<file path="src/rtl/int_event_pkg.sv">
// Shared constants for the interrupt event latch: channel mode encodings
// and the register word map of the 16-bit configuration bus.
package int_event_pkg;

  localparam int NUM_CH = 32;
  localparam int BUS_W  = 16;

  typedef enum logic [1:0] {
    MODE_OFF   = 2'b00,
    MODE_RISE  = 2'b01,
    MODE_FALL  = 2'b10,
    MODE_LEVEL = 2'b11
  } modeT;

  localparam logic [2:0] A_MODE0  = 3'd0;
  localparam logic [2:0] A_MODE1  = 3'd1;
  localparam logic [2:0] A_MODE2  = 3'd2;
  localparam logic [2:0] A_MODE3  = 3'd3;
  localparam logic [2:0] A_OVF_LO = 3'd4;
  localparam logic [2:0] A_OVF_HI = 3'd5;
  localparam logic [2:0] A_LVL_LO = 3'd6;
  localparam logic [2:0] A_LVL_HI = 3'd7;

endpackage

</file>
<file path="src/rtl/int_event_chan.sv">
// One interrupt channel: 3-flop synchronizer, mode-qualified event detect,
// sticky pending bit and overflow flag.
module int_event_chan
  import int_event_pkg::*;
(
  input  logic Clk,
  input  logic Reset,
  input  logic intIn,
  input  modeT mode,
  input  logic clr,
  input  logic ovfClr,
  output logic status,
  output logic ovf,
  output logic level
);

  logic s1;
  logic s2;
  logic s3;
  logic evt;

  always_comb begin
    evt = 1'b0;
    case (mode)
      MODE_RISE:  evt = s2 & ~s3;
      MODE_FALL:  evt = ~s2 & s3;
      MODE_LEVEL: evt = s2;
      default:    evt = 1'b0;
    endcase
  end

  // Sets dominate clears for both the pending bit and the overflow flag.
  always_ff @(posedge Clk) begin
    if (Reset) begin
      s1     <= 1'b0;
      s2     <= 1'b0;
      s3     <= 1'b0;
      status <= 1'b0;
      ovf    <= 1'b0;
    end else begin
      s1     <= intIn;
      s2     <= s1;
      s3     <= s2;
      status <= (status & ~clr) | evt;
      ovf    <= (ovf & ~ovfClr) | (evt & status & ~clr);
    end
  end

  assign level = s2;

endmodule

</file>
<file path="src/rtl/int_event_latch.sv">
// Interrupt path front end: 32 event channels plus the mode registers,
// write decode and combinational read mux of the 16-bit register bus.
module int_event_latch
  import int_event_pkg::*;
(
  input  logic        Clk,
  input  logic        Reset,
  input  logic [2:0]  Addr,
  output logic [15:0] DataRd,
  input  logic [15:0] DataWr,
  input  logic        En,
  input  logic        Rd,
  input  logic        Wr,
  input  logic [31:0] IntIn,
  input  logic [31:0] IntReset,
  output logic [31:0] IntStatus
);

  logic [15:0] modeWord [4];
  logic [31:0] ovfVec;
  logic [31:0] levelVec;
  logic [31:0] ovfClrVec;
  logic        wrStrobe;

  // Reads have no side effects, so the read strobe is intentionally unused.
  logic unusedRd;
  assign unusedRd = Rd;

  assign wrStrobe = Wr & En;

  always_ff @(posedge Clk) begin
    if (Reset) begin
      for (int k = 0; k < 4; k++) modeWord[k] <= '0;
    end else if (wrStrobe && !Addr[2]) begin
      modeWord[Addr[1:0]] <= DataWr;
    end
  end

  always_comb begin
    ovfClrVec = '0;
    if (wrStrobe) begin
      if (Addr == A_OVF_LO) ovfClrVec[15:0]  = DataWr;
      if (Addr == A_OVF_HI) ovfClrVec[31:16] = DataWr;
    end
  end

  for (genvar ch = 0; ch < NUM_CH; ch++) begin : gChan
    modeT chMode;
    assign chMode = modeT'(modeWord[ch / 8][2 * (ch % 8) +: 2]);

    int_event_chan uChan (
      .Clk    (Clk),
      .Reset  (Reset),
      .intIn  (IntIn[ch]),
      .mode   (chMode),
      .clr    (IntReset[ch]),
      .ovfClr (ovfClrVec[ch]),
      .status (IntStatus[ch]),
      .ovf    (ovfVec[ch]),
      .level  (levelVec[ch])
    );
  end

  always_comb begin
    DataRd = '0;
    case (Addr)
      A_MODE0:  DataRd = modeWord[0];
      A_MODE1:  DataRd = modeWord[1];
      A_MODE2:  DataRd = modeWord[2];
      A_MODE3:  DataRd = modeWord[3];
      A_OVF_LO: DataRd = ovfVec[15:0];
      A_OVF_HI: DataRd = ovfVec[31:16];
      A_LVL_LO: DataRd = levelVec[15:0];
      A_LVL_HI: DataRd = levelVec[31:16];
      default:  DataRd = '0;
    endcase
  end

endmodule

</file>
<file path="config.mk">
export PLATFORM = sky130hd
export DESIGN_NAME = int_event_latch
export DESIGN_NICKNAME = d
export VERILOG_FILES = /design/src/rtl/int_event_pkg.sv /design/src/rtl/int_event_chan.sv /design/src/rtl/int_event_latch.sv
export SDC_FILE = /design/constraint.sdc
export NUM_CORES = 1
export LEC_CHECK = 0
export CORE_MARGIN = 10
export CORE_UTILIZATION = 25
export DETAILED_ROUTE_END_ITERATION = 10
export PLACE_DENSITY = 0.42
export SETUP_SLACK_MARGIN = 0.05
export SYNTH_ARGS = -nofsm -noshare
export SYNTH_HDL_FRONTEND = slang
export SYNTH_HIERARCHICAL = 1
export SYNTH_SLANG_ARGS = --single-unit
</file>
<file path="constraint.sdc">
create_clock -name Clk -period 2.5 [get_ports Clk]
set_input_delay 0.25 -clock Clk [delete_from_list [all_inputs] [get_ports Clk]]
set_output_delay 0.25 -clock Clk [all_outputs]
set_load 0.01 [all_outputs]
</file>
==> summary.txt, run 1 <==
GRT
  – First-pass GRT wire length: between 40000 and 50000 um
  – GR Overflow Total: 0
  – Initial antenna violation count: 0
  – Largest net degree at the start of global routing: 77
  – GR Util All Layers: 13.0%
  – Vias in the first global route: 7097

Drt
  – DRT Pass-1 Iters: 4
  – Via-to-Cell Ratio: 4.50
  – Starting DRT DRC Count: 383
  – Drc violations: 0
  – Via count: 6907
  – Drt total wl: just under 30000 um
  – ANT nets after route: 0
  – Avg WL per Cell: around 19 um

Setup path
  – Critical Path Source: Addr[0]
  – CP max-delay cell: clkdlybuf4s50_1
  – Crit-path max FO: 12
  – Reg-to-Reg End: gChan[4].uChan/ovf
  – Worst path cell trace: clkdlybuf4s50_1 > buf_12 > buf_4 > mux2_2 > nand2_1 > a31oi_1 > o22a_1 > dlygate4sd2_1
  – Worst path arrival time: 2.08 ns
  – Reg2reg setup slack: roughly 1.2 ns
  – Worst EP required: 2.25 ns
  – Family with the most delay on the worst path: buffers and inverters
  – R2R Path Start: modeWord[0][8]
  – CP endpoint: DataRd[1]
  – Reg2Reg Depth: 3
  – CP startpoint kind: input pin
  – CP Class: input pin to output port
  – Largest stage delay, worst path: 0.51 ns
  – Crit path capture type: output port
  – Crit path buffers/inverters: 4
  – CP Depth: 8

Power and ir drop
  – Flop pwr share: 46.6%
  – Clock power share: between 40 and 50%
  – Power, Total: 8.54 mW
  – Peak supply drop: 0.436 mV
  – Pint: 6.51 mW
  – Net Sw Frac: 23.8%
  – Leakage Power: between 4 and 5 nW
  – Psw: 2.03 mW
  – Pwr per Cell Area: around 700 mW/mm2
  – Gate power share: 8.7%

STA
  – Max-slew violation count: 0
  – Final min period: 2.33 ns
  – Relative slew slack: between 50% and 60%
  – Final Hold Fails: 0
  – Final setup TNS: 0 ns
  – Final period utilization: 93.0%
  – FMAX: 430 MHz
  – Setup Skew: 0.00599 ns
  – RSZ-0062 raised after global routing: no
  – Setup violators final: 0
  – Slew @ Worst Pin: 0.607 ns

Place
  – Cell Area, Placed: 0.0117 mm2
  – GPL Wtd Cong: 0.788
  – Dpl hpwl: 21800 um
  – I/O Buffers: around 130

Logic synthesis
  – Seq/Total Area, Yosys: 55.3%
  – Largest family of logic cells by synthesized area: simple AND/OR/NAND/NOR gates
  – Count leader, synth: dfxtp_1
  – Xor and xnor area share after synthesis: 0%
  – Synthesized net count: 930
  – Compound-cell area share of the yosys netlist: 11.4%
  – Async SR Flop Fraction: 0%
  – Fraction of the mapped netlist area in simple logic gates: 28.4%
  – Dominant cells by area after synthesis: dfxtp_1, edfxtp_1, nor2b_1, and2_1, nand2b_1
  – FF+latch count, synth: 224
  – Post-synth EDFFs: 64
  – Commonest cells in the netlist: dfxtp_1, nor2b_1, and2_1
  – Yosys warns: 6
  – Top FF cell, synth: dfxtp_1
  – Post-Synth Adder-Cell Area: 0%
  – Mapped Cells: 842
  – Multiplexer share of the synthesized area: 3.20%
  – Top cell type's share of synthesized area: approximately 35%
  – Synthesized cell area: roughly 0.0093 mm2
  – Synth cell types: 38
  – Synth area leader: dfxtp_1
  – Mean Syn Cell Area: 11.0 um2

Clock tree
  – CTS tree: built
  – CTS Root Cell: clkbuf_16
  – Clk_lat worst skew: roughly 0.53 ns
  – Maximum clock path buffer count: 3
  – Htree depth: 1
  – Clk sinks: 224
  – Total CTS buffers: 27
  – Clk slew on worst S/H paths: 0.06 ns

Floorplanning
  – Total die area: about 0.045 mm2
  – # rows: 70
  – Core area: 0.0366 mm2
  – Effective utilization at floorplan: 25.3%
  – IO Pins: 136
  – Die W: 212 um
  – Die Ht: around 210 um

Run
  – Max-Cap Viols: 0

Status
  – Status: finished, final reports clean

Finish
  – Finished Cell Area: 0.0125 mm2
  – Share of layout cells above drive strength 1: about 16%
  – Nets: 1132
  – Area grow syn2layout: 35.3%
  – Fin util: between 30% and 40%

Min path
  – Tightest Hold Check Type: input pin to flop
-- state kept, by name, indices dropped and copies added, names as in the netlist --
signal and cells:
gChan.uChan/level 32, gChan.uChan/ovf 32, gChan.uChan/s1 32, gChan.uChan/s3 32, gChan.uChan/status 32, modeWord 64
-- worst min path at each step --
| stage | start | end | cells after the start |
|---|---|---|---|
| after floorplan | Reset | gChan[0].uChan/status | 1 |
| after global placement | gChan[15].uChan/s1 | gChan[15].uChan/level | 1 |
| after detailed placement | gChan[5].uChan/s1 | gChan[5].uChan/level | 1 |
| after CTS | Reset | gChan[11].uChan/s1 | 2 |
| after global routing | Reset | gChan[11].uChan/s1 | 2 |
| final | Reset | gChan[11].uChan/s1 | 2 |
-- cell families after synthesis --
logic type | Yosys count
AND/OR/NAND/NOR | 392
flip-flops | 224
multiplexers | 28
AO/OA/AOI/OAI | 168
buffers and inverters | 30
-- layer usage --
layer  up-vias  track usage [%]  wire [um]
met5         -                0          0
met4         0             2.54        365
met3        33             2.68       1770
met2       143             20.1      13000
met1      3298             18.3      14300
li1       3433                -          -
-- power groups by stage --
stage,Sequential [mW],Clock [mW],Combinational [mW]
after floorplan,4.02,0,0.280
after global placement,4.06,0,0.771
after detailed placement,4.06,0,0.770
after CTS,3.98,3.94,0.759
after global routing,4.00,4.06,0.809
final,3.98,3.82,0.743
-- stage by stage --
stage	cells	hold slack, ns	setup slack [ns]
after detailed placement	1482	0.425	-0.226
final	1534	0.163	0.175
after floorplan	842	0.319	0.668
after CTS	1532	0.168	0.0259
after global routing	1533	0.194	0.0773
after global placement	1482	0.422	-0.222
-- area by class of cell --
type                            count  area (um2)
Inverter                            4        15.0
Clock buffer                       35         756
Clock inverter                     15         111
Fill cell                        3730       24100
Tap cell                          468         586
Antenna cell                        1        2.50
Sequential cell                   224        5120
Timing Repair Buffer              199        1930
Multi-Input combinational cell    588        4000
-- cell usage in the layout, fill, tap and decap left out, types with 2 or more instances in the layout --
master	instances
mux2i_1	15
clkbuf_8	5
edfxtp_1	64
mux2_2	13
o31ai_1	32
nand3_1	13
nor2b_1	100
or3b_2	32
a21o_1	2
clkbuf_1	3
a21oi_1	38
dlygate4sd2_1	15
clkdlybuf4s50_1	115
inv_1	4
buf_4	56
a221oi_1	4
o21ai_0	26
nand2_1	19
nand2b_1	67
and4bb_1	32
clkbuf_16	27
a22oi_1	12
nor2_1	23
a22o_1	3
nor3_1	3
a31oi_1	44
buf_12	10
and2_1	96
clkinv_2	11
dfxtp_1	160
-- repair_timing --
item | 4_1_cts | 5_1_grt
setup buffers | 0 | 1
resized for setup | 21 | 1
cloned | 0 | 0
pin swaps | 1 | 0
hold buffers | 0 | 0
setup endpoints to repair | 16 | 1
Note: power is estimated with default switching activity, not from simulation.
==> run 2: changes to the inputs <==
- SKIP_LAST_GASP: unset -> 1
==> summary.txt, run 2 (same netlist as run 1, synthesis figures left out) <==
Status
  – Status: finished, final reports clean (unchanged)

Finish
  – Most flop-heavy register: modeWord (unchanged)
  – N_diodes: 0 (was 1)
  – Commonest non-fill, non-tap cell in the layout: dfxtp_1 (unchanged)
  – Largest register FFs: 64 (unchanged)
  – Area grow syn2layout: 35.4% (was 35.3%)
  – Nets: 1133 (was 1132)
  – FILL cells: 3730 (unchanged)
  – Fin util: 34.3% (was 34.2%)
  – Share of layout cells above drive strength 1: 15.9% (about the same)
  – Commonest non-fill, non-tap cells in the layout: dfxtp_1, clkdlybuf4s50_1, nor2b_1 (unchanged)

Clock tree
  – Clk slew on worst S/H paths: 0.06 ns (about the same)
  – Clk sinks: 224 (unchanged)
  – CTS Root Cell: clkbuf_16 (unchanged)
  – Hold-fix buffers, CTS: 0 (unchanged)
  – Htree depth: 1 (unchanged)
  – CTS tree: built (unchanged)
  – Clk_lat worst skew: 0.54 ns (was 0.53 ns)
  – Maximum clock path buffer count: 3 (unchanged)
  – Total CTS buffers: 27 (unchanged)

Drt
  – Drt total wl: 29500 um (about the same)
  – DRT Pass-1 Iters: 5 (was 4)
  – Starting DRT DRC Count: 392 (was 383)
  – Via count: 6945 (was 6907)
  – Avg WL per Cell: 19.2 um (about the same)
  – Drc violations: 0 (unchanged)
  – Via-to-Cell Ratio: 4.53 (was 4.50)
  – ANT nets after route: 0 (unchanged)

Setup path
  – R2R Path Start: modeWord[3][3] (was modeWord[0][8])
  – Reg-to-Reg End: gChan[25].uChan/status (was gChan[4].uChan/ovf)
  – Worst EP required: 2.25 ns (about the same)
  – Crit-path max FO: 12 (unchanged)
  – Critical Path Source: Addr[0] (unchanged)
  – Crit path capture type: output port (unchanged)
  – CP startpoint kind: input pin (unchanged)
  – CP endpoint: DataRd[1] (unchanged)
  – Reg2reg setup slack: 1.25 ns (was 1.23 ns)
  – CP Class: input pin to output port (unchanged)
  – Worst path arrival time: 2.08 ns (about the same)
  – Reg2Reg Depth: 3 (unchanged)

Power and ir drop
  – Pwr per Cell Area: 682 mW/mm2 (about the same)
  – Leakage Power: 4.69 nW (was 4.68 nW)
  – Peak supply drop: 0.437 mV (was 0.436 mV)

STA
  – RSZ-0062 raised after global routing: no (unchanged)
  – Final period utilization: 93.2% (was 93.0%)
  – Setup Skew: 0.00550 ns (was 0.00599 ns)
  – Slew @ Worst Pin: 0.611 ns (was 0.607 ns)
  – Max-slew violation count: 0 (unchanged)
  – Final Hold Fails: 0 (unchanged)
  – FMAX: 429 MHz (was 430 MHz)
  – Relative slew slack: 59.3% (was 59.6%)
  – Setup violators final: 0 (unchanged)
  – Final setup TNS: 0 ns (unchanged)
  – Setup ws final: 0.170 ns (was 0.175 ns)
  – Final min period: 2.33 ns (about the same)

Place
  – GPL Wtd Cong: 0.788 (unchanged)
  – I/O Buffers: 134 (unchanged)
  – Dpl ws: -0.226 ns (unchanged)
  – Dpl hpwl: 21800 um (unchanged)

Floorplanning
  – Die W: 212 um (unchanged)
  – # rows: 70 (unchanged)
  – IO Pins: 136 (unchanged)
  – Effective utilization at floorplan: 25.3% (unchanged)
  – Core area: 0.0366 mm2 (unchanged)
  – Die Ht: 212 um (unchanged)
  – Total die area: 0.0451 mm2 (unchanged)

GRT
  – Initial antenna violation count: 0 (unchanged)
  – Vias in the first global route: 7097 (unchanged)
  – Largest net degree at the start of global routing: 77 (unchanged)
  – First-pass GRT wire length: 45000 um (about the same)
  – GR Util All Layers: 13.0% (about the same)
  – GR Overflow Total: 0 (unchanged)

Min path
  – Tightest Hold Check Type: input pin to flop (unchanged)

Run
  – Max-Cap Viols: 0 (unchanged)
-- run 2: how the worst min path moves through the flow --
stage                       startpoint                    end  slack, ns  depth (start not counted)
global placement    gChan[15].uChan/s1  gChan[15].uChan/level       0.42                          1
finish                           Reset     gChan[11].uChan/s1       0.16                          2
detailed placement   gChan[5].uChan/s1   gChan[5].uChan/level       0.42                          1
CTS                              Reset     gChan[11].uChan/s1       0.17                          2
global route                     Reset     gChan[11].uChan/s1       0.19                          2
floorplan                        Reset  gChan[0].uChan/status       0.32                          1
-- run 2: final cells by class --
class / instances / area (um2) / area share (%)
Timing Repair Buffer: 200 / 1940 / 15.5
Inverter: 4 / 15.0 / 0.120
Tap cell: 468 / 586 / 4.67
Clock buffer: 35 / 756 / 6.03
Clock inverter: 15 / 111 / 0.888
Multi-Input combinational cell: 588 / 4000 / 31.9
Sequential cell: 224 / 5120 / 40.9
-- run 2: through the flow --
stage	cells	power (mW)	instance area, um2	hold slack, ns
after global placement	1482	4.83	11700	0.422
after floorplan	842	4.30	9260	0.319
final	1534	8.55	12500	0.164
after global routing	1534	8.88	12500	0.194
after detailed placement	1482	4.83	11700	0.425
after CTS	1532	8.68	12500	0.168
-- run 2: power by group --
part / switching, mW / leakage, nW / internal (mW)
clock: 1.58 / 0.444 / 2.24
combinational: 0.353 / 2.33 / 0.391
sequential: 0.0996 / 1.92 / 3.88
total: 2.04 / 4.69 / 6.51
-- run 2: repair_timing --
item / CTS / global route
buffers inserted: 0 / 2
setup endpoints to repair: 16 / 2
pin swaps: 1 / 0
gates resized for setup: 19 / 3
-- run 2: metal layers --
layer  vias up  wire (um)  GRT usage, %
met5         -          0             0
li1       3433          -             -
met3        33       1590          2.68
met1      3333      14500          18.3
met4         0        365          2.54
met2       146      13100          20.1
-- run 2: critical path, stage by stage --
cell             delay, ns
clkdlybuf4s50_1       0.51
buf_12                0.15
buf_4                 0.17
mux2_2                0.34
nand2_1               0.07
a31oi_1               0.08
o22a_1                0.20
dlygate4sd2_1         0.30
==> run 3: changes to the inputs <==
- CORE_MARGIN: 10 -> unset
- SYNTH_HIERARCHICAL: 1 -> unset
==> summary.txt, run 3 <==
Finish
  – Fin util: 32.8% (was 34.3%)
  – N_diodes: 0 (unchanged)
  – Multi-input gate area: 0.00385 mm2 (was 0.00400 mm2)
  – FILL cells: 3893 (was 3730)
  – Finished Cell Area: 0.0123 mm2 (was 0.0125 mm2)
  – Most flop-heavy register: modeWord (unchanged)
  – Commonest non-fill, non-tap cells in the layout: dfxtp_1, nor2b_1, clkdlybuf4s50_1 (was dfxtp_1, clkdlybuf4s50_1, nor2b_1)
  – Area grow syn2layout: 29.8% (was 35.4%)
  – Commonest non-fill, non-tap cell in the layout: dfxtp_1 (unchanged)
  – Share of layout cells above drive strength 1: 13.1% (was 15.9%)
  – Largest register FFs: 64 (unchanged)
  – Register area: 0.00513 mm2 (was 0.00512 mm2)
  – Nets: 1132 (was 1133)

GRT
  – GR Overflow Total: 0 (unchanged)
  – GR Util All Layers: 15.4% (was 13.0%)
  – Vias in the first global route: 6934 (was 7097)
  – Largest net degree at the start of global routing: 110 (was 77)
  – Initial antenna violation count: 2 (was 0)
  – First-pass GRT wire length: 44400 um (was 45000 um)

Place
  – Cell Area, Placed: 0.0113 mm2 (was 0.0117 mm2)
  – I/O Buffers: 134 (unchanged)
  – GPL Wtd Cong: 0.836 (was 0.788)
  – Dpl hpwl: 22100 um (was 21800 um)

Logic synthesis
  – Count leader, synth: dfxtp_1 (unchanged)
  – Mapped Cells: 926 (was 842)
  – Async SR Flop Fraction: 0% (unchanged)
  – Synth area leader: dfxtp_1 (unchanged)
  – Top FF cell, synth: dfxtp_1 (unchanged)
  – Dominant cells by area after synthesis: dfxtp_1, edfxtp_1, nor2b_1, buf_4, mux2i_1 (was dfxtp_1, edfxtp_1, nor2b_1, and2_1, nand2b_1)
  – Synthesized net count: 1014 (was 930)
  – Commonest cells in the netlist: dfxtp_1, nor2b_1, edfxtp_1 (was dfxtp_1, nor2b_1, and2_1)
  – Synthesized cell area: 0.00950 mm2 (was 0.00926 mm2)
  – Yosys warns: 0 (was 6)
  – Seq/Total Area, Yosys: 53.9% (was 55.3%)
  – Synth cell types: 45 (was 38)
  – Top cell type's share of synthesized area: 33.7% (was 34.6%)
  – FF+latch count, synth: 224 (unchanged)
  – Post-synth EDFFs: 64 (unchanged)
  – Mean Syn Cell Area: 10.3 um2 (was 11.0 um2)

Setup path
  – Crit path capture type: output port (unchanged)
  – Largest stage delay, worst path: 0.56 ns (was 0.51 ns)
  – CP Class: flop to output port (was input pin to output port)
  – Worst path arrival time: 2.12 ns (was 2.08 ns)
  – CP startpoint kind: flop (was input pin)
  – Worst EP required: 2.25 ns (about the same)
  – CP max-delay cell: clkdlybuf4s50_1 (unchanged)
  – Worst path cell trace: nor2_1 > a211oi_1 > o22a_1 > clkdlybuf4s50_1 (was clkdlybuf4s50_1 > buf_12 > buf_4 > mux2_2 > nand2_1 > a31oi_1 > o22a_1 > dlygate4sd2_1)
  – Crit-path max FO: 3 (was 12)

STA
  – Final period utilization: 94.9% (was 93.2%)
  – Final setup TNS: 0 ns (unchanged)
  – Slew @ Worst Pin: 0.547 ns (was 0.611 ns)
  – Setup Skew: 0.0168 ns (was 0.00550 ns)
  – Setup violators final: 0 (unchanged)
  – RSZ-0062 raised after global routing: no (unchanged)
  – FMAX: 421 MHz (was 429 MHz)
  – Relative slew slack: 63.5% (was 59.3%)
  – Final Hold Fails: 0 (unchanged)
  – Max-slew violation count: 0 (unchanged)
  – Final min period: 2.37 ns (was 2.33 ns)

Clock tree
  – CTS tree: built (unchanged)
  – Clk sinks: 224 (unchanged)
  – Clk slew on worst S/H paths: 0.06 ns (about the same)
  – Htree depth: 1 (unchanged)
  – Total CTS buffers: 27 (unchanged)
  – Maximum clock path buffer count: 3 (unchanged)
  – Clk_lat worst skew: 0.53 ns (was 0.54 ns)
  – CTS Root Cell: clkbuf_16 (unchanged)
  – Hold-fix buffers, CTS: 0 (unchanged)

Drt
  – Starting DRT DRC Count: 422 (was 392)
  – ANT nets after route: 0 (unchanged)
  – Via count: 6980 (was 6945)
  – Avg WL per Cell: 19.2 um (about the same)
  – Drt total wl: 30200 um (was 29500 um)
  – Drc violations: 0 (unchanged)
  – DRT Pass-1 Iters: 5 (unchanged)
  – Via-to-Cell Ratio: 4.43 (was 4.53)

Power and ir drop
  – Flop pwr share: 45.1% (was 46.6%)
  – Net Sw Frac: 23.2% (was 23.8%)
  – Leakage Power: 4.63 nW (was 4.69 nW)
  – Pwr per Cell Area: 720 mW/mm2 (was 682 mW/mm2)
  – Psw: 2.06 mW (was 2.04 mW)
  – Peak supply drop: 0.426 mV (was 0.437 mV)
  – Gate power share: 8.8% (was 8.7%)
  – Clock power share: 46.1% (was 44.7%)
  – Pint: 6.82 mW (was 6.51 mW)

Run
  – Max-Cap Viols: 0 (unchanged)

Min path
  – Tightest Hold Check Type: input pin to flop (unchanged)

Floorplanning
  – Core area: 0.0376 mm2 (was 0.0366 mm2)
  – Die W: 197 um (was 212 um)
  – Die Ht: 197 um (was 212 um)
  – # rows: 71 (was 70)
  – Effective utilization at floorplan: 25.3% (about the same)
  – IO Pins: 136 (unchanged)
  – Total die area: 0.0388 mm2 (was 0.0451 mm2)

Status
  – Status: finished, final reports clean (unchanged)
==> run 3: layout make-up <==
type / count / area share, %
flip-flops and latches: 224 / 41.6
well taps: 511 / 5.18
inverters: 20 / 0.609
clock inverters: 8 / 0.700
multi-input cells: 599 / 31.3
clock buffers: 41 / 6.92
repair buffers: 172 / 13.8
==> run 3: power by group through the flow <==
stage          Clock (mW)  Sequential (mW)  Combinational [mW]
3_3_place_gp            0             4.08               0.789
2_1_floorplan           0             4.02               0.397
3_5_place_dp            0             4.08               0.787
4_1_cts              4.21             4.01               0.785
6_report             4.09             4.00               0.782
5_1_grt              4.36             4.02               0.845
==> run 3: timing repair <==
| item | CTS | global route |
|---|---|---|
| setup buffers | 0 | 3 |
| resized for setup | 16 | 4 |
| setup endpoints to repair | 16 | 6 |
| pin swaps | 1 | 0 |
==> run 3: worst paths after layout <==
check	startpoint	endpoint	slack, ns	cells after the start
hold reg to reg	gChan[4].uChan.s1	gChan[4].uChan.level	0.43	1
setup reg to reg	modeWord[2][4]	gChan[18].uChan.ovf	1.14	4
setup / recovery	modeWord[1][2]	DataRd[2]	0.13	4
hold / removal	Reset	gChan[23].uChan.s1	0.06	2
==> run 3: worst max-delay path, delay by kind of cell, from the launching register on <==
family	cells	cell delay (ns)
buf+inv	1	0.56
flops	1	0.50
simple gates	1	0.09
compound gates	2	0.43
==> run 3: cell families after synthesis <==
family                 count (synthesis)  synth area share [%]
AO/OA/AOI/OAI                        184                  13.2
buffers and inverters                103                  5.89
flip-flops                           224                  53.9
multiplexers                          37                  4.33
AND/OR/NAND/NOR                      378                  22.6
==> run 3: metrics by stage <==
step,hold WS [ns],power [mW],setup slack [ns],std cells
6_report,0.0562,8.87,0.127,1575
5_1_grt,0.0612,9.22,0.0617,1575
4_1_cts,0.0464,9.00,-0.0285,1572
3_5_place_dp,0.425,4.87,-0.0209,1523
3_3_place_gp,0.416,4.87,-0.0142,1523
2_1_floorplan,0.378,4.42,0.446,926
==> run 3: metal layers <==
layer | vias up | wire length, um | track usage [%]
met3 | 49 | 1450 | 3.15
met4 | 4 | 898 | 5.00
met2 | 163 | 13500 | 24.6
met1 | 3321 | 14400 | 20.8
li1 | 3443 | - | -
met5 | - | 25 | 0
